--- config.mk ---
export PLATFORM = sky130hd
export DESIGN_NAME = mips_cpu_divider
export DESIGN_NICKNAME = d
export VERILOG_FILES = /design/src/rtl/mips_cpu_pkg.sv /design/src/rtl/mips_cpu_div_step.sv /design/src/rtl/mips_cpu_divider.sv
export SDC_FILE = /design/constraint.sdc
export NUM_CORES = 1
export LEC_CHECK = 0
export ABC_AREA = 1
export CAP_MARGIN = 5
export CORE_UTILIZATION = 30
export CTS_BUF_LIST = sky130_fd_sc_hd__clkbuf_2 sky130_fd_sc_hd__clkbuf_4 sky130_fd_sc_hd__clkbuf_8
export DETAILED_ROUTE_END_ITERATION = 16
export SLEW_MARGIN = 20
export SYNTH_ARGS = -nofsm -noshare
export SYNTH_HDL_FRONTEND = slang
export SYNTH_HIERARCHICAL = 1
export SYNTH_SLANG_ARGS = --single-unit
--- constraint.sdc ---
create_clock -name i_clk -period 2.8 [get_ports i_clk]
set_clock_uncertainty 0.15 [all_clocks]
set_input_delay 0.84 -clock i_clk [delete_from_list [all_inputs] [get_ports i_clk]]
set_output_delay 0.84 -clock i_clk [all_outputs]
set_load 0.05 [all_outputs]
--- src/rtl/mips_cpu_pkg.sv ---
// Shared types and constants for the MIPS CPU divider slice.
package mips_cpu_pkg;

   localparam int unsigned DIV_WIDTH = 32;

   typedef enum logic [2:0] {
      StIdle,
      StPrep,
      StIter,
      StFix,
      StDone
   } div_state_t;

endpackage

--- src/rtl/mips_cpu_div_step.sv ---
// One restoring shift-subtract step: shifts {rem,quo} left by one and
// subtracts the divisor from the partial remainder when it fits.
module mips_cpu_div_step #(
   parameter int unsigned WIDTH = 32
) (
   input  logic [WIDTH-1:0] i_rem,
   input  logic [WIDTH-1:0] i_quo,
   input  logic [WIDTH-1:0] i_divisor,
   output logic [WIDTH-1:0] o_rem,
   output logic [WIDTH-1:0] o_quo
);

   logic [WIDTH:0]   w_shift;
   logic             w_ge;
   logic [WIDTH-1:0] w_diff;

   // Shifted remainder needs one extra bit before the compare.
   assign w_shift = {i_rem, i_quo[WIDTH-1]};
   assign w_ge    = (w_shift >= {1'b0, i_divisor});
   assign w_diff  = w_shift[WIDTH-1:0] - i_divisor;

   assign o_rem = w_ge ? w_diff : w_shift[WIDTH-1:0];
   assign o_quo = {i_quo[WIDTH-2:0], w_ge};

endmodule

--- src/rtl/mips_cpu_divider.sv ---
// Multi-cycle restoring divider for DIV/DIVU feeding Hi/Lo.
// Define DIV_FAST_ZERO_EN to short-circuit a zero divisor straight from PREP to DONE.
module mips_cpu_divider
   import mips_cpu_pkg::*;
#(
   parameter int unsigned WIDTH = DIV_WIDTH
) (
   input  logic             i_clk,
   input  logic             i_rst_n,
   input  logic             i_start,
   input  logic             i_is_signed,
   input  logic             i_flush,
   input  logic [WIDTH-1:0] i_dividend,
   input  logic [WIDTH-1:0] i_divisor,
   output logic             o_busy,
   output logic             o_done,
   output logic [WIDTH-1:0] o_quotient,
   output logic [WIDTH-1:0] o_remainder
);

   localparam int unsigned CNT_W = $clog2(WIDTH + 1);

   div_state_t       r_state;
   logic [CNT_W-1:0] r_count;
   logic             r_signed;
   logic [WIDTH-1:0] r_a;
   logic [WIDTH-1:0] r_b;
   logic [WIDTH-1:0] r_div;
   logic [WIDTH-1:0] r_rem;
   logic [WIDTH-1:0] r_quo;
   logic             r_neg_q;
   logic             r_neg_r;
   logic             r_div_zero;
   logic             r_busy;
   logic             r_done;
   logic [WIDTH-1:0] r_quotient;
   logic [WIDTH-1:0] r_remainder;

   logic [WIDTH-1:0] w_rem_step;
   logic [WIDTH-1:0] w_quo_step;
   logic [WIDTH-1:0] w_fix_q;
   logic [WIDTH-1:0] w_fix_r;
   logic             w_last;

   function automatic logic [WIDTH-1:0] f_abs(input logic [WIDTH-1:0] v, input logic s);
      return (s && v[WIDTH-1]) ? (~v + 1'b1) : v;
   endfunction

   mips_cpu_div_step #(
      .WIDTH (WIDTH)
   ) u_step (
      .i_rem     (r_rem),
      .i_quo     (r_quo),
      .i_divisor (r_div),
      .o_rem     (w_rem_step),
      .o_quo     (w_quo_step)
   );

   assign w_last = (r_count == CNT_W'(WIDTH - 1));

   // A zero divisor always reports all-ones / raw dividend, whatever ITER produced.
   assign w_fix_q = r_div_zero ? '1  : (r_neg_q ? (~r_quo + 1'b1) : r_quo);
   assign w_fix_r = r_div_zero ? r_a : (r_neg_r ? (~r_rem + 1'b1) : r_rem);

   always_ff @(posedge i_clk or negedge i_rst_n) begin
      if (!i_rst_n) begin
         r_state     <= StIdle;
         r_count     <= '0;
         r_signed    <= 1'b0;
         r_a         <= '0;
         r_b         <= '0;
         r_div       <= '0;
         r_rem       <= '0;
         r_quo       <= '0;
         r_neg_q     <= 1'b0;
         r_neg_r     <= 1'b0;
         r_div_zero  <= 1'b0;
         r_busy      <= 1'b0;
         r_done      <= 1'b0;
         r_quotient  <= '0;
         r_remainder <= '0;
      end else begin
         unique case (r_state)
            StIdle: begin
               r_done <= 1'b0;
               // A simultaneous flush squashes the request.
               if (i_start && !i_flush) begin
                  r_a      <= i_dividend;
                  r_b      <= i_divisor;
                  r_signed <= i_is_signed;
                  r_busy   <= 1'b1;
                  r_state  <= StPrep;
               end
            end
            StPrep: begin
               if (i_flush) begin
                  r_busy  <= 1'b0;
                  r_state <= StIdle;
               end else begin
                  r_div_zero <= (r_b == '0);
                  r_neg_q    <= r_signed && (r_a[WIDTH-1] ^ r_b[WIDTH-1]);
                  r_neg_r    <= r_signed && r_a[WIDTH-1];
`ifdef DIV_FAST_ZERO_EN
                  if (r_b == '0) begin
                     r_quotient  <= '1;
                     r_remainder <= r_a;
                     r_busy      <= 1'b0;
                     r_done      <= 1'b1;
                     r_state     <= StDone;
                  end else begin
                     r_quo   <= f_abs(r_a, r_signed);
                     r_div   <= f_abs(r_b, r_signed);
                     r_rem   <= '0;
                     r_count <= '0;
                     r_state <= StIter;
                  end
`else
                  r_quo   <= f_abs(r_a, r_signed);
                  r_div   <= f_abs(r_b, r_signed);
                  r_rem   <= '0;
                  r_count <= '0;
                  r_state <= StIter;
`endif
               end
            end
            StIter: begin
               if (i_flush) begin
                  r_busy  <= 1'b0;
                  r_state <= StIdle;
               end else begin
                  r_rem   <= w_rem_step;
                  r_quo   <= w_quo_step;
                  r_count <= r_count + 1'b1;
                  if (w_last) begin
                     r_state <= StFix;
                  end
               end
            end
            StFix: begin
               if (i_flush) begin
                  r_busy  <= 1'b0;
                  r_state <= StIdle;
               end else begin
                  r_quotient  <= w_fix_q;
                  r_remainder <= w_fix_r;
                  r_busy      <= 1'b0;
                  r_done      <= 1'b1;
                  r_state     <= StDone;
               end
            end
            StDone: begin
               // start and flush are both ignored here.
               r_done  <= 1'b0;
               r_state <= StIdle;
            end
            default: begin
               r_busy  <= 1'b0;
               r_done  <= 1'b0;
               r_state <= StIdle;
            end
         endcase
      end
   end

   assign o_busy      = r_busy;
   assign o_done      = r_done;
   assign o_quotient  = r_quotient;
   assign o_remainder = r_remainder;

endmodule

== After elaboration in Yosys (flattened, before gate mapping) ==
Cells that the tools add are included.
Storage, ports and cells
  register bits: 239
  input bits: 69
  output and inout port bits: 66
  logic and storage cells: 84
Operators by class
  $add $sub $neg: 6
  $lt $le $gt $ge: 1
  equality and inequality tests: 11
  multiplexer cells: 27
  bitwise logic cells: 8
  reduce and logical (&&, ||, !) cells: 16
Operator list (count)
  2-to-1 mux 32 bit: 11
  adder 32 x 1 -> 32 bit, second input constant: 4
  inverter 32 bit: 4
  one-hot mux 32 bit (2 select lines): 2
  greater-or-equal comparator 33 x 32 -> 1 bit: 1
  logical NOT 32 bit: 1
  subtractor 32 bit: 1
  2-to-1 mux 3 bit: 4
  2-to-1 mux 6 bit: 2
  one-hot mux 3 bit (4 select lines): 1
  one-hot mux 6 bit (2 select lines): 1
  AND reduction 2 bit: 5
  != test 2 bit, second input constant: 4
  adder 6 x 1 -> 6 bit, second input constant: 1
  == test 3 x 2 -> 1 bit, second input constant: 2
  == test 6 x 5 -> 1 bit, second input constant: 1
  AND reduction 3 bit: 2
  logical AND 1 bit: 4
  == test 3 x 1 -> 1 bit, second input constant: 1
  == test 3 bit, second input constant: 1
  logical NOT 3 bit: 1
  2-to-1 mux 1 bit: 3
  != test 3 bit, second input constant: 1
  inverter 1 bit: 3
  other kinds (8): 8

== Longest topological paths before layout ==
  word-level depth: 5
  mapped depth: 18
  mapped depth without buffers: 16

== Cells and area by module ==
Netlist, hierarchy kept.
Modules (own cells, without submodules)
  mips_cpu_divider: instances 1, cells an instance 1808, area an instance 13067.5 µm², seq. area each 5980.7 µm²
  mips_cpu_div_step: instances 1, cells an instance 682, area an instance 3429.5 µm², seq. area each 0.0 µm²

== Worst setup path before layout ==
Ideal clock, no wire load.
  kind: register to register
  start point: register r_rem[27]
  end point: register r_quo[0]
  setup time: 0.130 ns
  arrival time: 1.963 ns
  data required time: 2.520 ns
  slack: 0.557 ns
  stages on the path, launching flop included: 14
  buffers on the path: 2
  period minus slack after synthesis: 2.243 ns
  cells stage by stage: dfrtp_1 > ha_1 > nand2_1 > inv_1 > nand2_1 > nand2_1 > a21oi_1 > nand2_1 > nor2_4 > nand2_8 > buf_6 > buf_4 > o211ai_1 > o21ai_0
Between the ends
  cells in the longest elaborated chain, start to end: 3
RTL lines
  start: declaration: RTL line mips_cpu_divider.sv:29  | logic [WIDTH-1:0] r_rem;
  start signal: assignment: RTL line mips_cpu_divider.sv:131  | r_rem <= w_rem_step;
  greater-or-equal comparator 33 x 32 -> 1 bit: RTL line mips_cpu_div_step.sv:19  | assign w_ge = (w_shift >= {1'b0, i_divisor});
  named net u_step.w_ge: RTL line mips_cpu_div_step.sv:14  | logic w_ge;
  2-to-1 mux 32 bit: RTL line mips_cpu_divider.sv:127  | if (i_flush) begin
  one-hot mux 32 bit (2 select lines): RTL line mips_cpu_divider.sv:83  | unique case (r_state)
  end signal: assignment: RTL line mips_cpu_divider.sv:118  | r_quo <= f_abs(r_a, r_signed);
  end signal: assignment: RTL line mips_cpu_divider.sv:132  | r_quo <= w_quo_step;
  end: declaration: RTL line mips_cpu_divider.sv:30  | logic [WIDTH-1:0] r_quo;
The timed path passes the listed nets, and every way through them passes these cells. The select of a mux whose other input is x is not followed.
A chain may end at the register's enable or synchronous reset.

== Worst setup path in the final report ==
  start point: register r_quotient[21], in the netlist o_quotient[21]
  end point: output port o_quotient[21]
RTL lines
  start: declaration: RTL line mips_cpu_divider.sv:36  | logic [WIDTH-1:0] r_quotient;
  start signal: assignment: RTL line mips_cpu_divider.sv:144  | r_quotient <= w_fix_q;
  end: declaration: RTL line mips_cpu_divider.sv:17  | output logic [WIDTH-1:0] o_quotient,
No word-level cell between the ends.

==> parameters.txt <==
Parameter                              Value

Outcome
  Status ... finished, final reports clean

Route
  Number of iterations in the first detailed-routing pass ... 6
  Average detailed-routed wire length per instance ... 15.9 um
  Total routed wire length on the met1 layer ... 26.5 mm
  Top layer used by detailed routing ... met4
  Total Routed Length ... 53.5 mm
  Detailed-route via count ... 16015
  Via count normalized by instance count ... 4.77
  Final routed DRC violation total ... 0
  Detail Route met3 WL ... 3.48 mm
  Routed length on met2 ... 22.5 mm
  Remaining number of nets flagged by the antenna check after routing ... 0
  Iter 0 DRT Violations ... 1207

Cells and area
  Post-Layout Inst Area ... 19800 um2
  Share of cells above drive strength 1 ... 8.45%
  Total Nets Final ... 2735
  Leading cell types in the layout, fill and taps excluded ... sky130_fd_sc_hd__nand2_1, sky130_fd_sc_hd__inv_1, sky130_fd_sc_hd__nor2_1
  Post-route non-filler standard cell count ... 3360
  Most common cell after layout, fill and taps aside ... sky130_fd_sc_hd__nand2_1
  Number of fill cells in the layout ... 5873
  Synthesis-to-finish area growth ... 20.0%

Die
  Core Region ... 54000 um2
  Die width ... 237 um
  Top-level port count ... 135
  Die footprint ... 55900 um2
  DIE HEIGHT ... 237 um
  Number of rows in the core area ... 85
  Starting Density ... 30.5%

Worst setup path
  Worst stage delay on the critical path ... 800 ps
  Worst setup EP type ... output pin
  Largest delay share family, worst path ... buffers and inverters
  Slowest stage cell on the critical path ... sky130_fd_sc_hd__clkdlybuf4s50_1
  Data required, critical path ... 1810 ps
  Capture point of the worst reg-to-reg path ... r_rem[25]
  Flop-to-flop setup slack ... 180 ps
  Buffers and inverters on the worst path ... 1
  Largest driver fanout on the critical path ... 2
  Cell-by-cell trace of the critical path ... clkdlybuf4s50_1
  Worst r2r path cells ... 15
  Type of the setup path with the least slack ... reg2out
  RR Startpoint ... r_div[1]
  Startpoint class of the critical path ... register
  Data arrival time of the critical path ... 1750 ps

Yosys
  Syn Std Cell Area ... 16500 um2
  Syn Area/Cell ... 6.63 um2
  Warnings, synthesis ... 6
  Number of synthesized register bits ... 239
  Number of cells produced by synthesis ... 2490
  Fraction of the yosys area taken by sequential cells ... 36.3%
  Net count after synthesis ... 2597
  Number of distinct library cell variants in the gate-level netlist after synthesis ... 45

Clock network
  Buffer levels on the longest clock path ... 3
  CTS H-tree lvls ... 2
  Inserted Clock Buffers ... 45
  Clk Tree Root Cell ... sky130_fd_sc_hd__clkbuf_8
  Clock tree sinks ... 239
  Clock tree from TritonCTS ... yes
  Clock transition at path regs ... 60 ps
  Clock network latency to the later pin of the worst-skew pair ... 610 ps

Min path
  Hold wc startpoint ... r_div[17]
  Endpoint with the worst hold slack ... r_div[17]
  Depth of the worst hold-timing path ... 2
  Path type of the worst min-delay path ... reg2reg

Timing
  Final critical-path share of the clock period ... 97.8%
  Accumulated negative setup slack ... 0 ps
  Setup ws final ... 62.1 ps
  Hold Fails Final Rpt ... 0
  FMAX ... 0.365 GHz
  Worst slew margin ... 58.8%
  Count of final max-slew check failures ... 0
  Number of setup violations in the final report ... 0
  Setup repair after global routing missed its margin ... no
  Post-layout min period ... 2740 ps
  Tightest Pin Transition ... 612 ps

GRT
  Maximum number of pins on one net before global-route repair ... 58
  Number of antenna violations at the first check in global routing ... 2
  First-pass GRT wire length ... 84.9 mm
  Via count of the first global-routing pass ... 15231
  Overflow after GRT ... 0
  Global Route Usage Sum ... 19.1%

Placed design
  Weighted congestion reported at the end of routability-driven placement ... 0.907
  Final HPWL DP ... 41.4 mm
  Number of cells after detailed placement ... 3274
  Post-placement worst setup slack ... 79.5 ps
  Standard cell area after detailed placement ... 18700 um2
  Number of I/O port buffers ... 134

Run
  Number of max-capacitance violations reported ... 0
[layer usage]
metal | track usage (%) | vias up
li1 | - | 8169
met1 | 28.3 | 7319
met2 | 28.3 | 457
met3 | 3.57 | 70
met4 | 4.76 | 0
met5 | 0 | -
[through the flow]
stage	utilization (%)	hold slack, ps
final	36.6	328
after global routing	36.6	349
after CTS	36.5	335
after detailed placement	34.6	317
after global placement	34.6	314
after floorplan	-	299
[state kept, by name, summed over array words and instances (netlist names), 6 cells and up]
| register | count |
|---|---|
| r_b | 32 |
| r_rem | 32 |
| o_remainder | 32 |
| r_count | 6 |
| o_quotient | 32 |
| r_div | 32 |
| r_a | 32 |
| r_quo | 32 |
[area by class of cell]
| type | instances | area (um2) | share of cell area, % |
|---|---|---|---|
| antenna | 1 | 2.50 | 0.0126 |
| clock inverter | 13 | 154 | 0.778 |
| tap | 696 | 871 | 4.40 |
| sequential | 239 | 5980 | 30.2 |
| timing repair buffer | 204 | 1990 | 10.1 |
| multi-input combinational | 1813 | 8670 | 43.8 |
| inverter | 325 | 1220 | 6.16 |
| clock buffer | 69 | 900 | 4.55 |
[cell usage after synthesis, drive strengths merged]
cell    instances  area, um2
and3            1       6.26
xnor2           5       43.8
inv           323       1210
nand4          27        169
o221ai          2       17.5
o21ai         156        781
nor3           16        101
fa              1       20.0
a31oi           4       25.0
clkinv          2       7.51
ha             37        463
clkbuf         27        101
a21oi         152        761
a22o            1       8.76
and2            9       56.3
nand3b         12       90.1
o22ai          13       81.3
xor2           43        377
a21o            3       22.5
nand3         234       1250
o211ai         12       90.1
mux2            7       78.8
o22a            1       8.76
o21bai          2       15.0
a22oi           1       7.51
nor2          302       1180
dfrtp         239       5980
or2             8       50.1
nand2         763       2910
buf            87        574
[worst max-delay path by stage]
stage / startpoint / to / slack, ps / cells after the start
after CTS: o_quotient[20] / o_quotient[20] / 3 / 1
final: o_quotient[21] / o_quotient[21] / 60 / 1
after floorplan: r_rem[27] / r_quo[0] / 560 / 13
after global placement: i_flush / r_a[12] / 100 / 7
after global routing: o_quotient[21] / o_quotient[21] / 0.9 / 1
after detailed placement: i_flush / r_a[19] / 80 / 7
[timing repair]
action	in CTS	in global routing
setup buffers	0	1
hold buffers	1	0
resized for setup	55	15
pin swaps	0	2
endpoints found under the hold margin	30	0
cloned	0	1
setup endpoints to repair	55	26
[logic make-up after synthesis]
kind of cell             synth area share [%]
AO/OA/AOI/OAI                            11.0
XOR/XNOR                                 2.55
flip-flops                               36.3
adder cells (fa/ha/maj)                  2.93
multiplexers                            0.478
AND/OR/NAND/NOR                          35.3
buffers and inverters                    11.5
Power is left out: the tool's default activity adds up to more than one toggle a clock period on the data nets, which glitch-free logic cannot reach.
